[src/rtl/rsc_receiver.sv]
// Hard-decision RSC link checker: re-runs the 8-state constituent encoder trellis,
// counts parity and tail mismatches per block and forwards the systematic stream.
module rsc_receiver #(
  parameter int K_SMALL = 1056,
  parameter int K_LARGE = 6144,
  parameter int CNT_W   = 13,
  parameter int ERR_W   = 16
) (
  input  logic             clk,
  input  logic             aclr_n,
  input  logic             start,
  input  logic             k_sel,
  input  logic             in_valid,
  input  logic             xk,
  input  logic             zk,
  output logic             dout,
  output logic             dout_valid,
  output logic             busy,
  output logic             done,
  output logic             term_ok,
  output logic [ERR_W-1:0] err_count,
  output logic [2:0]       state_dbg
);

  typedef enum logic [1:0] {
    S_IDLE,
    S_DATA,
    S_TAIL,
    S_DONE
  } state_t;

  state_t             r_state;
  state_t             w_state_nxt;

  logic [CNT_W-1:0]   r_cnt;
  logic [CNT_W-1:0]   r_klen;
  logic [2:0]         r_q;
  logic [ERR_W-1:0]   r_err;
  logic [ERR_W-1:0]   r_err_out;
  logic               r_tail_mis;
  logic               r_dout;
  logic               r_dout_valid;

  logic               w_in_data;
  logic               w_in_tail;
  logic               w_m0;
  logic               w_s;
  logic               w_p;
  logic               w_zmis;
  logic               w_xmis;
  logic               w_sym;
  logic               w_last_data;
  logic               w_last_tail;
  logic [1:0]         w_inc;
  logic [ERR_W:0]     w_sum;
  logic [ERR_W-1:0]   w_err_nxt;

  assign w_in_data = (r_state == S_DATA);
  assign w_in_tail = (r_state == S_TAIL);

  // Trellis step: tail symbols force the register input to zero, so the
  // expected systematic bit there is the feedback term itself.
  assign w_m0   = r_q[1] ^ r_q[2];
  assign w_s    = w_in_tail ? 1'b0 : (xk ^ w_m0);
  assign w_p    = w_s ^ r_q[0] ^ r_q[2];
  assign w_zmis = (zk != w_p);
  assign w_xmis = w_in_tail && (xk != w_m0);

  // start takes priority: the symbol presented with it is discarded.
  assign w_sym  = in_valid && !start && (w_in_data || w_in_tail);

  // Counter runs 0..K-1 over data and K..K+2 over the tail.
  assign w_last_data = (r_cnt == (r_klen - CNT_W'(1)));
  assign w_last_tail = (r_cnt == (r_klen + CNT_W'(2)));

  assign w_inc     = {1'b0, w_zmis} + {1'b0, w_xmis};
  assign w_sum     = {1'b0, r_err} + {{(ERR_W-1){1'b0}}, w_inc};
  assign w_err_nxt = w_sum[ERR_W] ? '1 : w_sum[ERR_W-1:0];

  always_comb begin
    w_state_nxt = r_state;
    if (start) begin
      w_state_nxt = S_DATA;
    end else begin
      case (r_state)
        S_IDLE: w_state_nxt = S_IDLE;
        S_DATA: if (in_valid && w_last_data) w_state_nxt = S_TAIL;
        S_TAIL: if (in_valid && w_last_tail) w_state_nxt = S_DONE;
        S_DONE: w_state_nxt = S_IDLE;
        default: w_state_nxt = S_IDLE;
      endcase
    end
  end

  always_ff @(posedge clk) begin
    if (!aclr_n) begin
      r_state <= S_IDLE;
    end else begin
      r_state <= w_state_nxt;
    end
  end

  always_ff @(posedge clk) begin
    if (!aclr_n) begin
      r_cnt        <= '0;
      r_klen       <= '0;
      r_q          <= '0;
      r_err        <= '0;
      r_err_out    <= '0;
      r_tail_mis   <= 1'b0;
      r_dout       <= 1'b0;
      r_dout_valid <= 1'b0;
    end else begin
      r_dout_valid <= 1'b0;
      if (start) begin
        r_klen     <= k_sel ? CNT_W'(K_LARGE) : CNT_W'(K_SMALL);
        r_cnt      <= '0;
        r_q        <= '0;
        r_err      <= '0;
        r_err_out  <= '0;
        r_tail_mis <= 1'b0;
      end else if (w_sym) begin
        r_q   <= {r_q[1:0], w_s};
        r_cnt <= r_cnt + CNT_W'(1);
        r_err <= w_err_nxt;
        if (w_xmis) begin
          r_tail_mis <= 1'b1;
        end
        if (w_in_data) begin
          r_dout       <= xk;
          r_dout_valid <= 1'b1;
        end
        // Published count includes the final tail symbol's contribution.
        if (w_in_tail && w_last_tail) begin
          r_err_out <= w_err_nxt;
        end
      end
    end
  end

  assign dout       = r_dout;
  assign dout_valid = r_dout_valid;
  assign busy       = w_in_data || w_in_tail;
  assign done       = (r_state == S_DONE);
  assign term_ok    = done && (r_q == 3'b000) && !r_tail_mis;
  assign err_count  = r_err_out;
  assign state_dbg  = r_q;

endmodule

[config.mk]
export PLATFORM = sky130hd
export DESIGN_NAME = rsc_receiver
export DESIGN_NICKNAME = d
export VERILOG_FILES = /design/src/rtl/rsc_receiver.sv
export SDC_FILE = /design/constraint.sdc
export NUM_CORES = 1
export LEC_CHECK = 0
export CORE_MARGIN = 4
export CORE_UTILIZATION = 56
export CTS_CLUSTER_SIZE = 8
export DETAILED_ROUTE_END_ITERATION = 10
export PLACE_DENSITY = 0.87
export SYNTH_ARGS = -nofsm -noshare
export SYNTH_HDL_FRONTEND = slang
export SYNTH_SLANG_ARGS = --single-unit
[constraint.sdc]
create_clock -name clk -period 4.1 [get_ports clk]
set_input_delay 0.41 -clock clk [delete_from_list [all_inputs] [get_ports clk]]
set_output_delay 0.41 -clock clk [all_outputs]
set_load 0.02 [all_outputs]
==> Implementation_results.wiki, run 1 <==
{| class="wikitable"
! Metric !! Value
|-
| Crit Path Max Fanout || 6
|-
| Clock slew at reported path FFs || 100 ps
|-
| Smallest hold slack || 469 ps
|-
| Post-Route WL || 6390 um
|-
| Worst voltage drop across the vdd grid || 264 uV
|-
| Resized Gates After CTS || 0
|-
| ANT cells || 0
|-
| Min-delay src || dout$_SDFFE_PN0P_
|-
| Part of the Yosys area used for sequential elements || 39.7%
|-
| Total negative slack for setup checks || 0 ps
|-
| Overall track demand over capacity in global routing || 21.3%
|-
| Clock tree from TritonCTS || built
|-
| Vias in the first global route || 2187
|-
| Maximum clock rate || 299 MHz
|-
| Post-route cell area || 0.00323 sq mm
|-
| Most instantiated cells after synthesis || 55 x sky130_fd_sc_hd__dfxtp_1, 28 x sky130_fd_sc_hd__nor2_1, 26 x sky130_fd_sc_hd__a21oi_1
|-
| Number of nets in the layout || 369
|-
| Setup bufs post-CTS || 0
|-
| RSZ-0062 raised after global routing || false
|-
| Number of library cell types mapped by synthesis || 47
|-
| Synth Warn # || 0
|-
| Remaining antenna violation count || 0
|-
| Flip-flop cell with the highest count after synthesis || sky130_fd_sc_hd__dfxtp_1
|-
| Routability congestion estimate || 0.915
|-
| Maximum number of pins on one net before global-route repair || 30
|-
| Buffers from clock root to sink, at most || 2
|-
| Hold buffer count at CTS || 0
|-
| Number of register bits inferred by synthesis || 55
|-
| Vias post-DR || 2473
|-
| Net count after synthesis || 341
|-
| Sort of element at the end of the critical path || register
|-
| Post-synth top area share || 39.7%
|-
| Area Overhead vs Synth || 16.7%
|-
| Proportion of synthesized flip-flops having asynchronous set or reset || 0%
|-
| Post-Syn Area || 0.00277 sq mm
|-
| Clock buffers created by TritonCTS || 5
|-
| Level count of the clock H-tree || 2
|-
| Total die area || 0.00614 sq mm
|-
| Routed len/inst || 15.2 um
|-
| Data arrival time at the worst-slack endpoint || 3530 ps
|-
| Area of the placeable core || 0.00475 sq mm
|-
| Slew @ Worst Pin || 1160 ps
|-
| Cell at the root of the clock tree || sky130_fd_sc_hd__clkbuf_8
|-
| Port buffer count || 30
|-
| Result of the run || complete, no violations
|-
| Leakage power || 0.00112 uW
|-
| Routed vias/inst || 5.89
|-
| Count of non-filler cells in the finished layout || 420
|-
| Number of max-cap violations || 0
|-
| Dominant cell type by area after synthesis || sky130_fd_sc_hd__dfxtp_1
|-
| Std-Cell Rows || 25
|-
| Length of the first detailed-routing pass in iterations || 5
|-
| Die boundary width || 78.4 um
|-
| Critical-path cell with the highest stage delay || sky130_fd_sc_hd__clkdlybuf4s50_1
|-
| Number of remaining DRC errors || 0
|-
| Worst r2r src || state_dbg[2]$_SDFFE_PP0P_
|-
| Iteration-0 DRC count of the detailed router || 168
|-
| Post-synthesis instance total || 325
|-
| Detailed placement HPWL || 4510 um
|-
| Total power divided by cell area || 319 mW/mm^2
|-
| CP max stage delay || 440 ps
|-
| Required time of the critical path || 4280 ps
|-
| Fill cell instance count of the final layout || 390
|-
| Post-synth EDFFs || 0
|-
| Top cells by area, synth || sky130_fd_sc_hd__dfxtp_1 40%, sky130_fd_sc_hd__xnor2_1 4.7%, sky130_fd_sc_hd__a21oi_1 4.7%
|-
| Chip height || 78.4 um
|-
| Max_slew headroom || 23.0%
|-
| Average cell area after synthesis || 8.53 sq um
|-
| Worst Setup Start Kind || input port
|-
| Timing startpoint of the critical path || xk
|-
| Chain of cells forming the critical path || clkdlybuf4s50_1, xnor2_1, xnor2_1, nor2b_1, xnor2_1, fa_1, inv_1, ha_1, and3_1, nand2_1, nor2_1, nor3_1, a311oi_1
|-
| Overflow left after global routing || 0
|-
| Total placed instance area || 0.00313 sq mm
|-
| Most used cell, CP || sky130_fd_sc_hd__xnor2_1
|-
| Count of pins over their slew limit || 0
|-
| Number of setup violations in the final report || 0
|-
| Fraction of layout instances using a drive strength above 1 || 7.37%
|-
| Final worst path period need || 3340 ps
|-
| Library cell with the highest instance count after synthesis || sky130_fd_sc_hd__dfxtp_1
|-
| Class of the most critical hold timing path || reg2reg
|-
| Share of the core filled with cells in the final layout || 68.0%
|-
| Layout Skew || 6.96 ps
|-
| Total placed cells including tap cells || 413
|-
| Io pins || 31
|-
| Clock latency on the worst-skew pair || 300 ps
|-
| Sinks on the clock net || 55
|-
| Wire length of the first global-routing pass || 10500 um
|-
| Hold Fails Final Rpt || 0
|-
| Effective utilization at floorplan || 58.3%
|-
| Fraction of the cycle the final worst path needs || 81.5%
|-
| Category of the most critical setup path || in2reg
|-
| Number of antenna violations at the first check in global routing || 0
|}
-- final timing paths --
path                                end  slack, ps  cells past startpoint
hold / removal        dout$_SDFFE_PN0P_        470                      2
setup / recovery  r_err[2]$_SDFFE_PP0P_        760                     13
hold reg to reg       dout$_SDFFE_PN0P_        470                      2
setup reg to reg  r_err[2]$_SDFFE_PP0P_        900                     12
-- layout by cell type (no fill, tap or decap), types with 2 or more instances in the layout --
master,instances
sky130_fd_sc_hd__dfxtp_1,55
sky130_fd_sc_hd__clkdlybuf4s50_1,30
sky130_fd_sc_hd__nor2_1,28
sky130_fd_sc_hd__a21oi_1,26
sky130_fd_sc_hd__nand2_1,25
sky130_fd_sc_hd__nand3_1,16
sky130_fd_sc_hd__xnor2_1,15
sky130_fd_sc_hd__inv_1,14
sky130_fd_sc_hd__o21ai_1,13
sky130_fd_sc_hd__a31oi_1,13
sky130_fd_sc_hd__o21ai_0,11
sky130_fd_sc_hd__nand4_1,9
sky130_fd_sc_hd__ha_1,8
sky130_fd_sc_hd__buf_4,7
sky130_fd_sc_hd__or3_1,6
sky130_fd_sc_hd__nor3_1,6
sky130_fd_sc_hd__xor2_1,6
sky130_fd_sc_hd__nand2b_1,5
sky130_fd_sc_hd__clkbuf_8,5
sky130_fd_sc_hd__nor4_1,4
sky130_fd_sc_hd__a211oi_1,4
sky130_fd_sc_hd__o221a_2,4
sky130_fd_sc_hd__nor2b_1,3
sky130_fd_sc_hd__and2_1,3
sky130_fd_sc_hd__and4_1,3
sky130_fd_sc_hd__and3_1,3
sky130_fd_sc_hd__mux2i_1,3
sky130_fd_sc_hd__a21o_1,3
sky130_fd_sc_hd__a311oi_1,3
sky130_fd_sc_hd__a31o_2,2
sky130_fd_sc_hd__and4b_1,2
-- area by class of cell --
class / count / area [sq um] / area share [%]
timing repair buffer: 37 / 353 / 10.9
sequential: 55 / 1100 / 34.0
tap: 67 / 83.8 / 2.59
inverter: 14 / 52.6 / 1.62
clock inverter: 1 / 30.0 / 0.928
multi-input combinational: 240 / 1540 / 47.7
clock buffer: 6 / 72.6 / 2.24
-- registers in the layout (all words and copies together) (netlist names) --
register,flops
dout_valid,1
r_state,2
r_err,16
state_dbg,3
r_cnt,13
r_tail_mis,1
r_klen,2
err_count,16
dout,1
-- metal layers --
layer | part of all wire [%] | vias up | wire length [um] | track usage [%]
met1 | 48 | 1152 | 3040 | 30.7
met2 | 45 | 82 | 2860 | 32.5
met5 | 0 | - | 0 | 0
li1 | - | 1230 | - | -
met4 | 1.3 | 0 | 82 | 6.12
met3 | 6.4 | 9 | 408 | 4.01
-- kinds of logic (layout without fill, tap and decap cells) --
kind of cell	Yosys count	in the layout	synth area share [%]
AND/OR/NAND/NOR	119	119	22.2
AO/OA/AOI/OAI	88	88	21.4
flip-flops	55	55	39.7
buffers and inverters	30	58	4.69
XOR/XNOR	21	21	6.63
adder cells (fa/ha/maj)	9	9	4.33
multiplexers	3	3	1.08
-- where the power goes --
part / switching [uW] / total, uW / internal [uW]
logic: 74.6 / 126 / 51.4
registers: 13.1 / 558 / 545
clock network: 169 / 348 / 179
total: 257 / 1030 / 776
-- critical path, delay by kind of cell --
kind / cells / cell delay [ps]
compound gates: 1 / 310
fa+ha+maj: 2 / 660
buf+inv: 2 / 530
simple gates: 5 / 1130
xor+xnor: 3 / 500
-- per-stage QoR --
step                      setup WS, ps  power, uW
final                              758       1030
after global routing               498       1070
after CTS                          756       1040
after detailed placement           463        695
after global placement             604        692
after floorplan                   1070        653
Power figures use the tool's default switching activity.
==> run 2: changes to the inputs <==
- CORE_UTILIZATION: 56 -> 50
- PLACE_DENSITY: 0.87 -> 0.83
- clock period: 4.1 -> 2.95 ns (I/O delays scaled with it)
==> Implementation_results.wiki, run 2 (synthesis gave the netlist of run 1 again) <==
{| class="wikitable"
! Metric !! Value
|-
| Fraction of the cycle the final worst path needs || 94.4%
|-
| Overflow left after global routing || 0
|-
| Maximum number of pins on one net before global-route repair || 30
|-
| Overall power of the completed layout || 1410 uW
|-
| Fill cell instance count of the final layout || 445
|-
| Placement Setup Slack || -132 ps
|-
| Count of non-filler cells in the finished layout || 443
|-
| Final worst path period need || 2780 ps
|-
| Vias in the first global route || 2394
|-
| Worst voltage drop across the vdd grid || 250 uV
|-
| Total power divided by cell area || 416 mW/mm^2
|-
| Cell at the root of the clock tree || sky130_fd_sc_hd__clkbuf_8
|-
| Class of the most critical hold timing path || reg2reg
|-
| Maximum clock rate || 359 MHz
|-
| Layout Skew || 15.4 ps
|-
| Buffers from clock root to sink, at most || 2
|-
| Vias post-DR || 2578
|-
| Chip height || 82.5 um
|-
| Category of the most critical setup path || in2reg
|-
| Port buffer count || 30
|-
| Max_slew headroom || 71.2%
|-
| Area of the placeable core || 0.00524 sq mm
|-
| Resized Gates After CTS || 0
|-
| Total placed cells including tap cells || 435
|-
| Met2 track demand over resource in global routing || 33.3%
|-
| Hold Fails Final Rpt || 0
|-
| ANT cells || 0
|-
| Most frequent cells in the layout || 55 x sky130_fd_sc_hd__dfxtp_1, 30 x sky130_fd_sc_hd__clkdlybuf4s50_1, 27 x sky130_fd_sc_hd__nor2_1
|-
| Level count of the clock H-tree || 2
|-
| Sort of element at the end of the critical path || register
|-
| Number of nets in the layout || 388
|-
| Length of the first detailed-routing pass in iterations || 4
|-
| Number of setup violations in the final report || 0
|-
| Sinks on the clock net || 55
|-
| Result of the run || complete, no violations
|-
| Clock slew at reported path FFs || 100 ps
|-
| Data arrival time at the worst-slack endpoint || 3000 ps
|-
| Io pins || 31
|-
| Gr busiest metal || met2
|-
| Number of max-cap violations || 0
|-
| Clock buffers created by TritonCTS || 5
|-
| Leakage power || 0.00121 uW
|-
| Wire length of the first global-routing pass || 11100 um
|-
| Fraction of layout instances using a drive strength above 1 || 13.1%
|-
| Slew @ Worst Pin || 428 ps
|-
| Clock latency on the worst-skew pair || 320 ps
|-
| Number of remaining DRC errors || 0
|-
| Number of antenna violations at the first check in global routing || 0
|-
| Setup bufs post-CTS || 0
|-
| Crit Path Max Fanout || 7
|-
| Routed vias/inst || 5.82
|-
| Detailed placement HPWL || 4710 um
|-
| Effective utilization at floorplan || 52.9%
|-
| Routed len/inst || 15.0 um
|-
| Area Overhead vs Synth || 22.4%
|-
| Total negative slack for setup checks || 0 ps
|-
| Most common cell after layout, fill and taps aside || sky130_fd_sc_hd__dfxtp_1
|-
| Total die area || 0.00680 sq mm
|-
| Overall track demand over capacity in global routing || 21.1%
|-
| Worst Setup Start Kind || input port
|-
| Count of pins over their slew limit || 0
|-
| Post-Route WL || 6640 um
|-
| Met1 layer usage reported by global route || 28.3%
|-
| Iteration-0 DRC count of the detailed router || 156
|-
| Die boundary width || 82.5 um
|-
| Clock tree from TritonCTS || built
|-
| Required time of the critical path || 3160 ps
|-
| Final setup slack of the worst path || 166 ps
|-
| Std-Cell Rows || 26
|-
| Met3 track demand over resource in global routing || 4.34%
|-
| Routability congestion estimate || 0.929
|-
| Hold buffer count at CTS || 0
|-
| Remaining antenna violation count || 0
|}
-- run 2: cell count changes in the layout (fill, tap and decap cells not counted) --
| cell | delta |
|---|---|
| sky130_fd_sc_hd__a211oi_1 | -1 |
| sky130_fd_sc_hd__clkbuf_8 | +1 |
| sky130_fd_sc_hd__nor2_2 | +1 |
| sky130_fd_sc_hd__nor2b_1 | -1 |
| sky130_fd_sc_hd__nor3_2 | -1 |
| sky130_fd_sc_hd__nor2_1 | -1 |
| sky130_fd_sc_hd__clkinv_4 | +1 |
| sky130_fd_sc_hd__bufinv_16 | -1 |
| sky130_fd_sc_hd__nor2b_4 | +1 |
| sky130_fd_sc_hd__nor3_4 | +1 |
| sky130_fd_sc_hd__buf_4 | +19 |
| sky130_fd_sc_hd__a211oi_2 | +1 |
-- run 2: layout make-up --
class                   count  area [sq um]  share of cell area [%]
repair buffers             56           495                    14.6
well taps                  70          87.6                    2.58
flip-flops and latches     55          1100                    32.4
clock buffers               7          86.3                    2.54
multi-input cells         240          1560                    46.0
clock inverters             1          8.76                   0.258
inverters                  14          52.6                    1.55
-- run 2: metal layers --
layer	vias up	part of all wire, %
li1	1270	-
met2	69	47
met3	16	5.8
met5	-	0
met1	1223	45
met4	0	2.0
-- run 2: worst max-delay path, stage by stage --
cell and delay, ps:
sky130_fd_sc_hd__clkdlybuf4s50_1 490, sky130_fd_sc_hd__xnor2_1 140, sky130_fd_sc_hd__xnor2_1 160, sky130_fd_sc_hd__nor2b_4 190, sky130_fd_sc_hd__xnor2_1 90, sky130_fd_sc_hd__fa_1 410
sky130_fd_sc_hd__inv_1 90, sky130_fd_sc_hd__ha_1 180, sky130_fd_sc_hd__and3_1 180, sky130_fd_sc_hd__nand2_1 110, sky130_fd_sc_hd__o21ai_1 160, sky130_fd_sc_hd__buf_4 160
sky130_fd_sc_hd__o21ai_0 100, sky130_fd_sc_hd__a211oi_1 240
-- run 2: report_power, final --
group	total, uW	internal [uW]	switching, uW
clock network	443	193	250
logic	191	83.4	108
registers	777	758	19.3
total	1410	1030	377
-- run 2: through the flow --
stage	cell area [sq um]	utilization, %	hold slack, ps
floorplan	2780	-	388
detailed placement	3290	62.8	454
finish	3390	64.8	468
global route	3390	64.8	509
global placement	3290	62.8	447
CTS	3380	64.6	468
-- run 2: path summary, 6_finish.rpt --
| kind | to | from | slack (ps) | cells after the start |
|---|---|---|---|---|
| setup reg to reg | r_err[7]$_SDFFE_PP0P_ | r_state[0]$_SDFFE_PN0P_ | 220 | 13 |
| hold reg to reg | dout$_SDFFE_PN0P_ | dout$_SDFFE_PN0P_ | 470 | 2 |
| setup / recovery | r_err[7]$_SDFFE_PP0P_ | xk | 170 | 14 |
| hold / removal | dout$_SDFFE_PN0P_ | dout$_SDFFE_PN0P_ | 470 | 2 |
==> run 3: changes to the inputs <==
--- a/config.mk
+++ b/config.mk
@@ -6,4 +6,5 @@
 export NUM_CORES = 1
 export LEC_CHECK = 0
+export ABC_CLOCK_PERIOD_IN_PS = 2950
 export CORE_MARGIN = 4
 export CORE_UTILIZATION = 50
==> constraint.sdc (replaced) <==
create_clock -name clk -period 2.95 [get_ports clk]
set_input_delay 0.4425 -clock clk [delete_from_list [all_inputs] [get_ports clk]]
set_output_delay 0.4425 -clock clk [all_outputs]
set_load 0.02 [all_outputs]
==> Implementation_results.wiki, run 3 (synthesis gave the netlist of run 1 again) <==
{| class="wikitable"
! Metric !! Value
|-
| Result of the run || complete, no violations
|-
| Port buffer count || 30
|-
| Category of the most critical setup path || in2reg
|-
| ANT cells || 0
|-
| Chip height || 82.5 um
|-
| Net Sw Power || 370 uW
|-
| Maximum number of pins on one net before global-route repair || 30
|-
| Worst hold path stage count || 3
|-
| Vias in the first global route || 2428
|-
| Effective utilization at floorplan || 52.9%
|-
| Buffers from clock root to sink, at most || 2
|-
| Post-route cell area || 0.00341 sq mm
|-
| Leakage power || 0.00123 uW
|-
| Total placed cells including tap cells || 436
|-
| Crit Path Max Fanout || 8
|-
| Most used cell, CP || sky130_fd_sc_hd__xnor2_1
|-
| Internal power summed over all cells || 1000 uW
|-
| Fraction of the cycle the final worst path needs || 92.5%
|-
| Std-Cell Rows || 26
|-
| Cell at the root of the clock tree || sky130_fd_sc_hd__clkbuf_8
|-
| Largest delay share family, worst path || buffers and inverters
|-
| RSZ-0062 raised after global routing || false
|-
| Length of the first detailed-routing pass in iterations || 4
|-
| Sinks on the clock net || 55
|-
| Clock latency on the worst-skew pair || 310 ps
|-
| Count of non-filler cells in the finished layout || 443
|-
| Io pins || 31
|-
| Number of buffer and inverter instances along the worst setup path || 3
|-
| Remaining antenna violation count || 0
|-
| Clock tree from TritonCTS || built
|-
| Routed len/inst || 15.0 um
|-
| Sort of element at the end of the critical path || register
|-
| Clock share of power || 29.5%
|-
| Total power divided by cell area || 403 mW/mm^2
|-
| Slew @ Worst Pin || 476 ps
|-
| Proportion of total power due to net switching || 26.9%
|-
| Critical-path cell with the highest stage delay || sky130_fd_sc_hd__clkdlybuf4s50_1
|-
| Chain of cells forming the critical path || clkdlybuf4s50_1, xnor2_1, xnor2_1, xnor2_1, fa_1, inv_1, ha_2, and3_4, nand2_1, o21ai_1, buf_4, o21ai_0, a211oi_1
|-
| Maximum clock rate || 366 MHz
|-
| Level count of the clock H-tree || 2
|-
| Routed vias/inst || 5.80
|-
| Fraction of layout instances using a drive strength above 1 || 14.2%
|-
| Required time of the critical path || 3180 ps
|-
| Worst Setup Start Kind || input port
|-
| Routability congestion estimate || 0.884
|-
| Clock buffers created by TritonCTS || 5
|-
| Data arrival time at the worst-slack endpoint || 2960 ps
|-
| Vias post-DR || 2571
|-
| Number of nets in the layout || 389
|-
| Final worst path period need || 2730 ps
|-
| Layout Skew || 13.8 ps
|-
| Most frequent cells in the layout || 55 x sky130_fd_sc_hd__dfxtp_1, 29 x sky130_fd_sc_hd__clkdlybuf4s50_1, 27 x sky130_fd_sc_hd__nor2_1, 27 x sky130_fd_sc_hd__buf_4, 26 x sky130_fd_sc_hd__a21oi_1
|-
| Hold Fails Final Rpt || 0
|-
| Placement Setup Slack || -362 ps
|-
| Die boundary width || 82.5 um
|-
| Overall track demand over capacity in global routing || 21.2%
|-
| Class of the most critical hold timing path || in2reg
|-
| Max_slew headroom || 67.9%
|-
| Worst voltage drop across the vdd grid || 268 uV
|-
| Total placed instance area || 0.00329 sq mm
|-
| Number of remaining DRC errors || 0
|-
| R2R depth || 13
|-
| Iteration-0 DRC count of the detailed router || 163
|-
| Clock slew at reported path FFs || 100 ps
|-
| Area of the placeable core || 0.00524 sq mm
|-
| Sequential share of power || 56.6%
|-
| Number of antenna violations at the first check in global routing || 0
|-
| Part of the power in combinational logic || 13.9%
|-
| Depth of the critical timing path with buffers and inverters included || 13
|-
| Post-Route WL || 6650 um
|-
| Area Overhead vs Synth || 23.0%
|-
| Most common cell after layout, fill and taps aside || sky130_fd_sc_hd__dfxtp_1
|-
| Detailed placement HPWL || 4770 um
|-
| Count of pins over their slew limit || 0
|-
| Number of max-cap violations || 0
|-
| Number of setup violations in the final report || 0
|-
| CP max stage delay || 470 ps
|-
| Overflow left after global routing || 0
|-
| Setup bufs post-CTS || 0
|-
| Total die area || 0.00680 sq mm
|-
| Final setup slack of the worst path || 221 ps
|-
| Hold buffer count at CTS || 0
|-
| Wire length of the first global-routing pass || 11200 um
|}
[run 3: worst min-delay path, delay by kind of cell]
kind / cells / cell delay [ps]
buffers and inverters: 1 / 160
AND/OR/NAND/NOR: 1 / 80
AO/OA/AOI/OAI: 1 / 60
[run 3: power by group through the flow]
stage	Sequential, uW	Combinational (uW)	Clock (uW)
after floorplan	789	118	0
after CTS	777	186	422
after global routing	780	210	449
after global placement	792	181	0
after detailed placement	794	184	0
final	777	191	406
[run 3: metal layers]
metal | part of all wire [%] | vias up | global-route usage (%)
met5 | 0 | - | 0
met4 | 1.2 | 0 | 7.31
met3 | 6.5 | 9 | 4.99
met2 | 47 | 96 | 32.5
met1 | 45 | 1199 | 29.0
li1 | - | 1267 | -
[run 3: path summary, 6_finish.rpt]
path	end	start	slack [ps]
max	r_err[7]$_SDFFE_PP0P_	zk	220
min	dout$_SDFFE_PN0P_	xk	470
max reg2reg	r_err[7]$_SDFFE_PP0P_	r_state[0]$_SDFFE_PN0P_	240
min reg2reg	dout$_SDFFE_PN0P_	dout$_SDFFE_PN0P_	470
[run 3: repair_timing]
item | in CTS | in global routing
endpoints found under the setup margin | 4 | 32
gates resized for setup | 1 | 6
pin swaps | 0 | 1
hold endpoints to repair | 0 | 0
[run 3: cell type report]
class / count / area, sq um
Fill cell: 417 / 1830
Inverter: 14 / 52.6
Clock inverter: 2 / 13.8
Sequential cell: 55 / 1100
Multi-Input combinational cell: 240 / 1580
Tap cell: 70 / 87.6
Timing Repair Buffer: 57 / 505
Clock buffer: 5 / 68.8
[run 3: metrics by stage]
step	hold WS, ps	power (uW)	setup TNS (ps)	utilization, %
2_1_floorplan	439	907	0	-
3_3_place_gp	447	974	-6010	62.9
3_5_place_dp	461	978	-8330	62.9
4_1_cts	476	1380	0	64.5
5_1_grt	481	1440	0	65.1
6_report	469	1370	0	65.1
